File: src/rtl/mem_arbiter_if.sv
// Bus bundle between the fetch / load-store requesters, the arbiter and the unified memory.
// The slave modport is the arbiter's view; the master modport is the requester/memory side.
interface mem_arbiter_if #(
    parameter int ADDR_W = 16
);
    logic              i_p0_req;
    logic [ADDR_W-1:0] i_p0_addr;
    logic              o_p0_gnt;
    logic              o_p0_rvalid;
    logic [31:0]       o_p0_rdata;
    logic              o_p0_err;

    logic              i_p1_req;
    logic [ADDR_W-1:0] i_p1_addr;
    logic [31:0]       i_p1_wdata;
    logic [3:0]        i_p1_mask;
    logic              i_p1_wren;
    logic              i_p1_lock;
    logic              o_p1_gnt;
    logic              o_p1_rvalid;
    logic [31:0]       o_p1_rdata;
    logic              o_p1_err;

    logic              o_lock_timeout;

    logic [ADDR_W-1:0] o_mem_addr;
    logic [31:0]       o_mem_wdata;
    logic [3:0]        o_mem_mask;
    logic              o_mem_wren;
    logic [31:0]       i_mem_rdata;

    modport slave (
        input  i_p0_req, i_p0_addr,
        output o_p0_gnt, o_p0_rvalid, o_p0_rdata, o_p0_err,
        input  i_p1_req, i_p1_addr, i_p1_wdata, i_p1_mask, i_p1_wren, i_p1_lock,
        output o_p1_gnt, o_p1_rvalid, o_p1_rdata, o_p1_err,
        output o_lock_timeout,
        output o_mem_addr, o_mem_wdata, o_mem_mask, o_mem_wren,
        input  i_mem_rdata
    );

    modport master (
        output i_p0_req, i_p0_addr,
        input  o_p0_gnt, o_p0_rvalid, o_p0_rdata, o_p0_err,
        output i_p1_req, i_p1_addr, i_p1_wdata, i_p1_mask, i_p1_wren, i_p1_lock,
        input  o_p1_gnt, o_p1_rvalid, o_p1_rdata, o_p1_err,
        input  o_lock_timeout,
        input  o_mem_addr, o_mem_wdata, o_mem_mask, o_mem_wren,
        output i_mem_rdata
    );
endinterface

File: src/rtl/mem_arbiter.sv
// Round-robin arbiter sharing the unified memory port between fetch (port 0) and load/store
// (port 1), with a port-1 bus lock that is force-released after LOCK_MAX locked cycles.
module mem_arbiter #(
    parameter int ADDR_W    = 16,
    parameter int MEM_BYTES = 32768,
    parameter int LOCK_MAX  = 16
) (
    input  logic         i_clk,
    input  logic         i_reset,
    mem_arbiter_if.slave bus
);

    localparam int                CNT_W     = $clog2(LOCK_MAX + 1);
    localparam logic [ADDR_W:0]   MEM_LIMIT = (ADDR_W + 1)'(MEM_BYTES);
    localparam logic [CNT_W-1:0]  CNT_LAST  = CNT_W'(LOCK_MAX - 1);

    // Address of the highest enabled byte, one bit wider than the bus so it cannot wrap.
    function automatic logic [ADDR_W:0] top_byte(input logic [ADDR_W-1:0] addr,
                                                 input logic [3:0]        mask);
        logic [1:0] hi;
        hi = mask[3] ? 2'd3 : mask[2] ? 2'd2 : mask[1] ? 2'd1 : 2'd0;
        return {1'b0, addr} + {{(ADDR_W-1){1'b0}}, hi};
    endfunction

    logic             req0, req1;
    logic             gnt0, gnt1;
    logic             p0_oor, p1_oor;

    logic             last_gnt_q, last_gnt_d;
    logic             lock_q, lock_d;
    logic [CNT_W-1:0] lock_cnt_q, lock_cnt_d;
    logic             lock_to_q, lock_to_d;
    logic             p0_rvalid_q, p0_rvalid_d;
    logic [31:0]      p0_rdata_q, p0_rdata_d;
    logic             p0_err_q, p0_err_d;
    logic             p1_rvalid_q, p1_rvalid_d;
    logic [31:0]      p1_rdata_q, p1_rdata_d;
    logic             p1_err_q, p1_err_d;

    assign req0   = bus.i_p0_req & i_reset;
    assign req1   = bus.i_p1_req & i_reset;
    assign p0_oor = top_byte(bus.i_p0_addr, 4'hF) >= MEM_LIMIT;
    assign p1_oor = (|bus.i_p1_mask) && (top_byte(bus.i_p1_addr, bus.i_p1_mask) >= MEM_LIMIT);

    always_comb begin
        gnt0 = 1'b0;
        gnt1 = 1'b0;
        if (lock_q) begin
            gnt1 = req1;
        end else if (req0 && req1) begin
            gnt0 = last_gnt_q;
            gnt1 = ~last_gnt_q;
        end else begin
            gnt0 = req0;
            gnt1 = req1;
        end
    end

    always_comb begin
        bus.o_mem_addr  = '0;
        bus.o_mem_wdata = '0;
        bus.o_mem_mask  = '0;
        bus.o_mem_wren  = 1'b0;
        if (gnt0) begin
            bus.o_mem_addr = bus.i_p0_addr;
            bus.o_mem_mask = p0_oor ? 4'h0 : 4'hF;
        end else if (gnt1) begin
            bus.o_mem_addr  = bus.i_p1_addr;
            bus.o_mem_wdata = bus.i_p1_wdata;
            bus.o_mem_mask  = p1_oor ? 4'h0 : bus.i_p1_mask;
            bus.o_mem_wren  = bus.i_p1_wren & ~p1_oor;
        end
    end

    always_comb begin
        last_gnt_d  = last_gnt_q;
        lock_d      = lock_q;
        lock_cnt_d  = lock_q ? lock_cnt_q + CNT_W'(1) : '0;
        lock_to_d   = 1'b0;
        p0_rvalid_d = gnt0;
        p0_rdata_d  = p0_rdata_q;
        p0_err_d    = p0_err_q;
        p1_rvalid_d = gnt1;
        p1_rdata_d  = p1_rdata_q;
        p1_err_d    = p1_err_q;
        if (gnt0) begin
            last_gnt_d = 1'b0;
            p0_err_d   = p0_oor;
            p0_rdata_d = p0_oor ? '0 : bus.i_mem_rdata;
        end
        if (gnt1) begin
            last_gnt_d = 1'b1;
            lock_d     = bus.i_p1_lock;
            p1_err_d   = p1_oor;
            p1_rdata_d = (p1_oor || bus.i_p1_wren) ? '0 : bus.i_mem_rdata;
        end
        // Forced release overrides a same-cycle relock and hands the next tie to port 0.
        if (lock_q && (lock_cnt_q == CNT_LAST)) begin
            lock_d     = 1'b0;
            lock_cnt_d = '0;
            last_gnt_d = 1'b1;
            lock_to_d  = 1'b1;
        end
    end

    always_ff @(posedge i_clk or negedge i_reset) begin
        if (!i_reset) begin
            last_gnt_q  <= 1'b1;
            lock_q      <= 1'b0;
            lock_cnt_q  <= '0;
            lock_to_q   <= 1'b0;
            p0_rvalid_q <= 1'b0;
            p0_rdata_q  <= '0;
            p0_err_q    <= 1'b0;
            p1_rvalid_q <= 1'b0;
            p1_rdata_q  <= '0;
            p1_err_q    <= 1'b0;
        end else begin
            last_gnt_q  <= last_gnt_d;
            lock_q      <= lock_d;
            lock_cnt_q  <= lock_cnt_d;
            lock_to_q   <= lock_to_d;
            p0_rvalid_q <= p0_rvalid_d;
            p0_rdata_q  <= p0_rdata_d;
            p0_err_q    <= p0_err_d;
            p1_rvalid_q <= p1_rvalid_d;
            p1_rdata_q  <= p1_rdata_d;
            p1_err_q    <= p1_err_d;
        end
    end

    assign bus.o_p0_gnt       = gnt0;
    assign bus.o_p1_gnt       = gnt1;
    assign bus.o_p0_rvalid    = p0_rvalid_q;
    assign bus.o_p0_rdata     = p0_rdata_q;
    assign bus.o_p0_err       = p0_err_q;
    assign bus.o_p1_rvalid    = p1_rvalid_q;
    assign bus.o_p1_rdata     = p1_rdata_q;
    assign bus.o_p1_err       = p1_err_q;
    assign bus.o_lock_timeout = lock_to_q;

endmodule

File: src/flat_wrapper.sv
// flat-port wrapper written by rule: the top's interface ports become plain ports
module mem_arbiter_flat 
#(
    parameter int ADDR_W    = 16,
    parameter int MEM_BYTES = 32768,
    parameter int LOCK_MAX  = 16
)
  (i_clk, i_reset, bus_i_p0_req, bus_i_p0_addr, bus_o_p0_gnt, bus_o_p0_rvalid, bus_o_p0_rdata, bus_o_p0_err, bus_i_p1_req, bus_i_p1_addr, bus_i_p1_wdata, bus_i_p1_mask, bus_i_p1_wren, bus_i_p1_lock, bus_o_p1_gnt, bus_o_p1_rvalid, bus_o_p1_rdata, bus_o_p1_err, bus_o_lock_timeout, bus_o_mem_addr, bus_o_mem_wdata, bus_o_mem_mask, bus_o_mem_wren, bus_i_mem_rdata);
  mem_arbiter_if #(.ADDR_W(ADDR_W)) bus_i ();
  input  logic i_clk;
  input  logic i_reset;
  input wire logic [$bits(bus_i.i_p0_req)-1:0] bus_i_p0_req;
  input wire logic [$bits(bus_i.i_p0_addr)-1:0] bus_i_p0_addr;
  output wire logic [$bits(bus_i.o_p0_gnt)-1:0] bus_o_p0_gnt;
  output wire logic [$bits(bus_i.o_p0_rvalid)-1:0] bus_o_p0_rvalid;
  output wire logic [$bits(bus_i.o_p0_rdata)-1:0] bus_o_p0_rdata;
  output wire logic [$bits(bus_i.o_p0_err)-1:0] bus_o_p0_err;
  input wire logic [$bits(bus_i.i_p1_req)-1:0] bus_i_p1_req;
  input wire logic [$bits(bus_i.i_p1_addr)-1:0] bus_i_p1_addr;
  input wire logic [$bits(bus_i.i_p1_wdata)-1:0] bus_i_p1_wdata;
  input wire logic [$bits(bus_i.i_p1_mask)-1:0] bus_i_p1_mask;
  input wire logic [$bits(bus_i.i_p1_wren)-1:0] bus_i_p1_wren;
  input wire logic [$bits(bus_i.i_p1_lock)-1:0] bus_i_p1_lock;
  output wire logic [$bits(bus_i.o_p1_gnt)-1:0] bus_o_p1_gnt;
  output wire logic [$bits(bus_i.o_p1_rvalid)-1:0] bus_o_p1_rvalid;
  output wire logic [$bits(bus_i.o_p1_rdata)-1:0] bus_o_p1_rdata;
  output wire logic [$bits(bus_i.o_p1_err)-1:0] bus_o_p1_err;
  output wire logic [$bits(bus_i.o_lock_timeout)-1:0] bus_o_lock_timeout;
  output wire logic [$bits(bus_i.o_mem_addr)-1:0] bus_o_mem_addr;
  output wire logic [$bits(bus_i.o_mem_wdata)-1:0] bus_o_mem_wdata;
  output wire logic [$bits(bus_i.o_mem_mask)-1:0] bus_o_mem_mask;
  output wire logic [$bits(bus_i.o_mem_wren)-1:0] bus_o_mem_wren;
  input wire logic [$bits(bus_i.i_mem_rdata)-1:0] bus_i_mem_rdata;
  assign bus_i.i_p0_req = bus_i_p0_req;
  assign bus_i.i_p0_addr = bus_i_p0_addr;
  assign bus_o_p0_gnt = bus_i.o_p0_gnt;
  assign bus_o_p0_rvalid = bus_i.o_p0_rvalid;
  assign bus_o_p0_rdata = bus_i.o_p0_rdata;
  assign bus_o_p0_err = bus_i.o_p0_err;
  assign bus_i.i_p1_req = bus_i_p1_req;
  assign bus_i.i_p1_addr = bus_i_p1_addr;
  assign bus_i.i_p1_wdata = bus_i_p1_wdata;
  assign bus_i.i_p1_mask = bus_i_p1_mask;
  assign bus_i.i_p1_wren = bus_i_p1_wren;
  assign bus_i.i_p1_lock = bus_i_p1_lock;
  assign bus_o_p1_gnt = bus_i.o_p1_gnt;
  assign bus_o_p1_rvalid = bus_i.o_p1_rvalid;
  assign bus_o_p1_rdata = bus_i.o_p1_rdata;
  assign bus_o_p1_err = bus_i.o_p1_err;
  assign bus_o_lock_timeout = bus_i.o_lock_timeout;
  assign bus_o_mem_addr = bus_i.o_mem_addr;
  assign bus_o_mem_wdata = bus_i.o_mem_wdata;
  assign bus_o_mem_mask = bus_i.o_mem_mask;
  assign bus_o_mem_wren = bus_i.o_mem_wren;
  assign bus_i.i_mem_rdata = bus_i_mem_rdata;
  mem_arbiter #(.ADDR_W(ADDR_W), .MEM_BYTES(MEM_BYTES), .LOCK_MAX(LOCK_MAX)) u_core (.i_clk(i_clk), .i_reset(i_reset), .bus(bus_i));
endmodule
File: config.mk
export PLATFORM = sky130hd
export DESIGN_NAME = mem_arbiter_flat
export DESIGN_NICKNAME = d
export VERILOG_FILES = /design/src/rtl/mem_arbiter_if.sv /design/src/rtl/mem_arbiter.sv /design/src/flat_wrapper.sv
export SDC_FILE = /design/constraint.sdc
export NUM_CORES = 1
export LEC_CHECK = 0
export BUFFER_PORTS_ARGS = -buffer_cell sky130_fd_sc_hd__buf_2
export CAP_MARGIN = 10
export CORE_MARGIN = 4
export CORE_UTILIZATION = 43
export CTS_CLUSTER_DIAMETER = 150
export CTS_CLUSTER_SIZE = 10
export DETAILED_ROUTE_END_ITERATION = 10
export GPL_TIMING_DRIVEN = 1
export MAX_ROUTING_LAYER = met4
export PLACE_DENSITY = 0.79
export RECOVER_POWER = 100
export SLEW_MARGIN = 0
export SYNTH_ARGS = -nofsm -noshare
export SYNTH_HDL_FRONTEND = slang
export SYNTH_SLANG_ARGS = --single-unit
File: constraint.sdc
create_clock -name i_clk -period 2.7 [get_ports i_clk]
set_clock_uncertainty 0.1 [all_clocks]
set_input_delay 0.135 -clock i_clk [delete_from_list [all_inputs] [get_ports i_clk]]
set_output_delay 0.135 -clock i_clk [all_outputs]
set_load 0.02 [all_outputs]
==> summary.json, run 1 <==
{
  "yosysWarnings": 0,
  "synth_compound_gate_area_share": 0.235,
  "fin_cells": 686,
  "cts_repair_resize_count": 0,
  "cts-root-to-sink-buffers": 2,
  "place_inst": 634,
  "synth_top_family_by_area": "compound AO/OA/AOI/OAI gates",
  "remaining_number_of_nets_flagged_by_the_antenna_check_after_routing": 0,
  "ys_seq_elements": 76,
  "die_y_um": 101,
  "grt_max_degree": 67,
  "synth_cells": 321,
  "synthDistinctLibCells": 44,
  "htree_levels": 3,
  "synth_fp_nets": 432,
  "detail_route.drc_violations": 0,
  "min_path_type": "in2reg",
  "finalWorstPathRequiredPeriod_ps": 2530,
  "timing_worst_slew_pin_value_ps": 1390,
  "crit_slowest_cell": "o211ai_1",
  "clock.fmax_ghz": 0.396,
  "outcome": "finished, final reports clean",
  "port_buffers": 229,
  "grt_pass1_vias": 3819,
  "synth-simple-area-share": 0.176,
  "placementRows": 33,
  "crit_path_max_incr_delay_ps": 390,
  "worst-endpoint-arrival_ps": 2290,
  "dr.first_iter.drc_count": 116,
  "syn_area_mm2": 0.00372,
  "wl_per_cell_um": 17.7,
  "detail_route.first_pass.iterations": 5,
  "detail_route.vias_per_cell": 5.46,
  "detailroute.via_count": 3743,
  "grt_overflow_total": 0,
  "synth_seq_area_share": 0.511,
  "synth_xor_xnor_area_share": 0.00470,
  "p_leak_nw": 2.52,
  "cell_taking_the_most_area_after_synthesis": "dfrtp_1",
  "synth_edf_count": 0,
  "critical_path.startpoint_type": "input pin",
  "yosys.area_share.adder": 0.0188,
  "synth.area.mux_share": 0,
  "hold_viol_final": 0,
  "final_layout_size_suffix_gt1_frac": 0.287,
  "path_delay_family": "simple AND/OR/NAND/NOR gates",
  "crit_path_cell_trace": "clkbuf_1 -> or2_2 -> ha_1 -> a21oi_1 -> or3_1 -> buf_4 -> o211ai_1 -> and4_1 -> clkbuf_2",
  "fin_setup_tns_ps": 0,
  "worstPathRequired_ps": 2470,
  "met2RoutedLength_mm": 6.07,
  "insertedDiodeCount": 0,
  "ioPinCount": 230,
  "design.die.area_mm2": 0.0102,
  "endpoint_kind": "output pin",
  "tritoncts": "built",
  "globalplace.congestion": 0.850,
  "nets": 687,
  "setup_viol": 0,
  "cts_root_buffer": "clkbuf_8",
  "worstPathBufferInverterCount": 3,
  "r2r_slack_ps": 370,
  "slew_violations": 0,
  "start_util": 0.449,
  "core_region_area_mm2": 0.00830,
  "synthesis.area_per_instance_um2": 11.6,
  "wirelength_mm": 12.1,
  "initial_antenna_violation_count": 0,
  "min_period_over_period": 0.936,
  "worstSkewPairLatency_ps": 340,
  "timing.max_cap.violations": 0,
  "detailroute.wirelength.met3_um": 881,
  "netlist_top_cells_area": "dfrtp_1 (50%), a22o_1 (11%), a32o_1 (8.6%)",
  "max_slew_margin": 0.0746,
  "pwr_density_cell_mw_per_mm2": 655,
  "highest_ir_drop_seen_on_vdd_v": 0.000344,
  "area_delta_synth_final_pct": 43.2,
  "met1_length_mm": 5.03,
  "synth_ff_type": "dfrtp_1",
  "wire_length_of_the_first_global_routing_pass_mm": 19.3,
  "numCtsBuffers": 9,
  "grt_use_total": 0.245,
  "synth.top_cell.area_share": 0.504,
  "asyncSetResetFlopFracSynth": 1.00,
  "top_layer": "met4",
  "place_hpwl_mm": 8.89,
  "worst-setup-path-type": "in2out",
  "clock_sinks": 76,
  "die_x_um": 101,
  "cp_max_fo": 6,
  "grt_setup_unrepaired": "false",
  "clkTransAtPathRegs_ps": 70
}
[sequential cells by signal, indices dropped and copies added, names as in the netlist]
| signal | flops |
|---|---|
| u_core.bus.o_p0_rdata | 32 |
| u_core.bus.o_p1_rdata | 32 |
| u_core.lock_cnt_q | 5 |
| u_core.bus.o_lock_timeout | 1 |
| u_core.bus.o_p0_err | 1 |
| u_core.bus.o_p0_rvalid | 1 |
| u_core.bus.o_p1_err | 1 |
| u_core.bus.o_p1_rvalid | 1 |
| u_core.last_gnt_q | 1 |
| u_core.lock_q | 1 |
[routing by layer]
layer  up-vias  GRT usage
met3        10     0.0533
met1      1831      0.324
li1       1736          -
met4         0     0.0634
met5         -          -
met2       166      0.385
[timing repair]
item                                   4_1_cts  5_1_grt
buffers inserted                             0        0
endpoints found under the hold margin      110        0
hold buffers                                36        0
[path summary, 6_finish.rpt]
kind | to | startpoint | cells past startpoint
max | bus_o_mem_wren | bus_i_p1_mask[3] | 9
min | u_core.bus.o_p1_err | bus_i_p1_addr[15] | 4
max reg2reg | u_core.bus.o_p0_rdata[1] | u_core.last_gnt_q | 5
min reg2reg | u_core.lock_cnt_q[0] | u_core.lock_cnt_q[0] | 1
max in group asynchronous | u_core.bus.o_p1_rdata[24] | i_reset | 3
min in group asynchronous | u_core.bus.o_p0_rdata[1] | i_reset | 3
[cell families after synthesis]
| group | after synthesis |
|---|---|
| and+or+nand+nor | 102 |
| buffers and inverters | 40 |
| DFF | 76 |
| xor gates and xnor gates | 2 |
| AOI/OAI and AO/OA | 96 |
| adders and majority gates | 5 |
[cell usage in the layout (no fill, tap or decap), drive strengths merged, types with 3 or more instances in the layout]
master       synthesis  final
a22o                48     48
a32o                32     32
and2                33     33
buf                 14    121
clkbuf              20    131
clkinv               1      3
dfrtp               75     75
dlygate4sd3          0     36
ha                   4      4
inv                  5      6
nand2                7      7
nand3                4      4
nand4                3      3
nor2                 7      7
nor3b               32     32
o211ai               3      3
o21ai                3      3
or3                  3      3
[worst register-to-register path: stages, from the launching register on]
cell and delay (ps):
dfstp_2 560, nor2b_1 50, or3_1 430, nor3_4 280, clkbuf_1 610, a22o_1 240
[metrics by stage]
stage | hold WS, ps | util | power (mW) | worst slack [ps] | instance area [um^2]
after floorplan | -261 | - | 2.20 | 386 | 3720
after global placement | 77.4 | 0.593 | 2.65 | 159 | 4920
after detailed placement | 79.9 | 0.593 | 2.68 | 115 | 4920
after CTS | 112 | 0.659 | 3.58 | 174 | 5470
after global routing | 142 | 0.643 | 3.68 | 38.6 | 5330
final | 124 | 0.643 | 3.49 | 172 | 5330
[cells in the mapped netlist, types with 2 or more instances]
cell type  number
dfrtp_1        75
a22o_1         48
and2_1         33
a32o_1         32
nor3b_1        32
clkbuf_1       19
buf_2           9
nand2_1         7
nor2_1          7
ha_1            4
inv_1           4
nand3_1         4
buf_8           3
nand4_1         3
o21ai_0         3
or3_1           3
a21oi_1         2
a311o_1         2
a41o_1          2
and4_1          2
nand2b_1        2
o2111a_1        2
o211ai_1        2
[cell type report]
class | instances | area [um^2]
Clock buffer | 10 | 128
Clock inverter | 6 | 63.8
Fill cell | 729 | 2970
Inverter | 6 | 22.5
Multi-Input combinational cell | 205 | 1610
Sequential cell | 76 | 1900
Tap cell | 105 | 131
Timing Repair Buffer | 278 | 1470
[power breakdown]
part	internal [mW]	switching [mW]	leakage [nW]	total, mW
Clock	0.427	0.419	0.0927	0.846
Sequential	1.36	0.132	1.01	1.49
Combinational	0.435	0.722	1.42	1.16
Total	2.22	1.27	2.52	3.49
Power figures use the tool's default switching activity.
==> run 2, diff against run 1 <==
--- a/config.mk
+++ b/config.mk
@@ -14,9 +14,8 @@
 export DETAILED_ROUTE_END_ITERATION = 10
 export GPL_TIMING_DRIVEN = 1
 export MAX_ROUTING_LAYER = met4
-export PLACE_DENSITY = 0.79
+export PLACE_DENSITY = 0.8
 export RECOVER_POWER = 100
-export SLEW_MARGIN = 0
 export SYNTH_ARGS = -nofsm -noshare
 export SYNTH_HDL_FRONTEND = slang
 export SYNTH_SLANG_ARGS = --single-unit
==> run 2 against run 1 <==
Against the previous run:
- final cell count rose by 0.15%
- power grew 7.9%
- combinational power is essentially flat
- clock power rose by 32%
- die area did not move
- highest routed layer unchanged
- sequential share of layout area decreased by 0.69 points
- critical path type is now reg2out
- largest cell class unchanged
- via count down 0.37%
==> summary.json, run 2 (same netlist as run 1, synthesis figures left out) <==
{
  "htree_levels": {"value": 3, "change": "unchanged"},
  "timing_worst_slew_pin_value": {"value": 1290, "unit": "ps", "change": "-98.9 ps"},
  "layout_setup_ws": {"value": 141, "unit": "ps", "change": "-31.0 ps"},
  "detailroute.via_count": {"value": 3729, "change": "-0.37%"},
  "place_hpwl": {"value": 8.80, "unit": "mm", "change": "-1.1%"},
  "numCtsBuffers": {"value": 9, "change": "unchanged"},
  "pwr_density_cell": {"value": 693, "unit": "mW/mm^2", "change": "+5.8%"},
  "final_layout_size_suffix_gt1_frac": {"value": 0.304, "change": "+0.0167"},
  "combinationalPowerShare": {"value": 0.309, "change": "-0.022"},
  "worstPathRequired": {"value": 2470, "unit": "ps", "change": "about the same"},
  "final-seq-area": {"value": 0.00190, "unit": "mm^2", "change": "unchanged"},
  "worstHoldStart": "bus_i_p1_req",
  "grt_pass1_vias": {"value": 3907, "change": "+2.3%"},
  "fillCellCount": {"value": 699, "change": "-4.1%"},
  "clock.fmax": {"value": 0.391, "unit": "GHz", "change": "-1.2%"},
  "placementRows": {"value": 33, "change": "unchanged"},
  "clock_sinks": {"value": 76, "change": "unchanged"},
  "timing.critical_path.from": "u_core.last_gnt_q",
  "min_path_type": "in2reg",
  "core_region_area": {"value": 0.00830, "unit": "mm^2", "change": "unchanged"},
  "globalplace.congestion": {"value": 0.863, "change": "+1.5%"},
  "port_buffers": {"value": 229, "change": "unchanged"},
  "cell_internal_pwr": {"value": 2.51, "unit": "mW", "change": "+13%"},
  "grt_max_degree": {"value": 67, "change": "unchanged"},
  "detail_route.vias_per_cell": {"value": 5.43, "change": "-0.52%"},
  "timing.max_cap.violations": {"value": 0, "change": "unchanged"},
  "multi_input_area": {"value": 0.00163, "unit": "mm^2", "change": "+0.85%"},
  "wirelength": {"value": 11.9, "unit": "mm", "change": "-1.7%"},
  "detail_route.drc_violations": {"value": 0, "change": "unchanged"},
  "nets": {"value": 688, "change": "+0.15%"},
  "remaining_number_of_nets_flagged_by_the_antenna_check_after_routing": {"value": 0, "change": "unchanged"},
  "critical_path.startpoint_type": "register",
  "cp_max_fo": {"value": 10, "change": "+4"},
  "regToRegStartpoint": "u_core.last_gnt_q",
  "setup_viol": {"value": 0, "change": "unchanged"},
  "holdWs": {"value": 60.1, "unit": "ps", "change": "-63.7 ps"},
  "highest_count_cells_in_the_layout_ignoring_fill_and_taps": "buf_2 (123), clkbuf_1 (88), dfrtp_1 (75)",
  "finalWorstPathRequiredPeriod": {"value": 2560, "unit": "ps", "change": "+31.0 ps"},
  "grt_use_total": {"value": 0.241, "change": "-0.00488"},
  "highest_ir_drop_seen_on_vdd": {"value": 0.000437, "unit": "V", "change": "+27%"},
  "initial_antenna_violation_count": {"value": 0, "change": "unchanged"},
  "switching_fraction_of_total_power": {"value": 0.335, "change": "-0.0298"},
  "place_inst": {"value": 633, "change": "-0.16%"},
  "worstSkewPairLatency": {"value": 340, "unit": "ps", "change": "about the same"},
  "insertedDiodeCount": {"value": 0, "change": "unchanged"},
  "die_x": {"value": 101, "unit": "um", "change": "unchanged"},
  "final_common_cell": "buf_2",
  "fin_setup_tns": {"value": 0, "unit": "ps", "change": "unchanged"},
  "hold_viol_final": {"value": 0, "change": "unchanged"},
  "slew_violations": {"value": 0, "change": "unchanged"},
  "tritoncts": "built",
  "grt_setup_unrepaired": "true",
  "p_leak": {"value": 2.62, "unit": "nW", "change": "+3.9%"},
  "power.sequential.fraction": {"value": 0.395, "change": "-0.032"},
  "worst-setup-path-type": "reg2out",
  "clkTransAtPathRegs": {"value": 70, "unit": "ps", "change": "about the same"},
  "dr.first_iter.drc_count": {"value": 132, "change": "+14%"},
  "die_y": {"value": 101, "unit": "um", "change": "unchanged"},
  "p_switching": {"value": 1.26, "unit": "mW", "change": "-0.91%"},
  "fin_cells": {"value": 687, "change": "+0.15%"},
  "p_clk_frac": {"value": 0.297, "change": "+0.055"},
  "ioPinCount": {"value": 230, "change": "unchanged"},
  "grt_overflow_total": {"value": 0, "change": "unchanged"},
  "design.die.area": {"value": 0.0102, "unit": "mm^2", "change": "unchanged"},
  "min_period_over_period": {"value": 0.948, "change": "+0.0115"},
  "wl_per_cell": {"value": 17.4, "unit": "um", "change": "-1.8%"},
  "wire_length_of_the_first_global_routing_pass": {"value": 19.0, "unit": "mm", "change": "-1.5%"},
  "dp_worst_setup_slack": {"value": 189, "unit": "ps", "change": "+73.7 ps"},
  "cts_root_buffer": "clkbuf_8",
  "area_delta_synth_final_pct": 46.0,
  "outcome": "finished, final reports clean",
  "detail_route.first_pass.iterations": {"value": 4, "change": "-1"},
  "max_slew_margin": {"value": 0.140, "change": "+0.0659"},
  "cts-root-to-sink-buffers": {"value": 2, "change": "unchanged"},
  "worst-endpoint-arrival": {"value": 2320, "unit": "ps", "change": "+30 ps"},
  "endpoint_kind": "output pin",
  "start_util": {"value": 0.449, "change": "unchanged"}
}
run 2: changes by cell type in the layout (fill, tap and decap cells not counted), moves of 2 or more:
cell | previous run | this run
bufinv_16 | 1 | 4
buf_2 | 113 | 123
clkbuf_1 | 96 | 88
and2_0 | 7 | 0
and2_1 | 26 | 33
clkbuf_2 | 26 | 24
run 2: worst paths after layout:
| check | cells past startpoint | to | slack, ps |
|---|---|---|---|
| max in group asynchronous | 3 | u_core.lock_cnt_q[1] | 1100 |
| worst max-delay path | 6 | bus_o_mem_addr[3] | 140 |
| worst max register to register | 5 | u_core.bus.o_p0_rdata[17] | 340 |
| min in group asynchronous | 3 | u_core.bus.o_p0_err | 620 |
| worst min-delay path | 4 | u_core.lock_q | 60 |
| worst min register to register | 1 | u_core.lock_cnt_q[0] | 380 |
run 2: metrics by stage:
step	utilization	area (um^2)	power, mW
global route	0.655	5440	3.97
floorplan	-	3720	2.20
global placement	0.593	4920	2.64
finish	0.655	5440	3.77
detailed placement	0.593	4920	2.68
CTS	0.668	5540	3.85
run 2: per-layer routing:
layer / share of wire / track usage
met1: 0.40 / 0.297
met2: 0.52 / 0.405
met3: 0.069 / 0.0561
met4: 0.010 / 0.0481
met5: 0 / -
run 2: timing repair:
item	in CTS	in global routing
setup buffers	0	2
endpoints found under the hold margin	110	0
resized for setup	0	1
setup endpoints to repair	0	17
hold buffers	36	0
run 2: power groups by stage:
stage	Sequential, mW	Combinational (mW)	Clock (mW)
after global placement	1.49	1.15	0
after global routing	1.52	1.26	1.20
final	1.49	1.16	1.12
after floorplan	1.75	0.453	0
after detailed placement	1.50	1.18	0
after CTS	1.48	1.23	1.14
run 2: worst max-delay path: stages, from the launching register on:
cell and delay (ps):
dfstp_1 570, nor2b_1 60, or3_1 570, clkinvlp_4 160, clkbuf_2 210, a22o_1 220, buf_2 190
run 2: final cells by class:
type | instances | area share
multi-input combinational | 205 | 0.299
inverter | 6 | 0.00483
sequential | 76 | 0.350
tap | 105 | 0.0242
timing repair buffer | 279 | 0.274
clock buffer | 10 | 0.0235
clock inverter | 6 | 0.0246
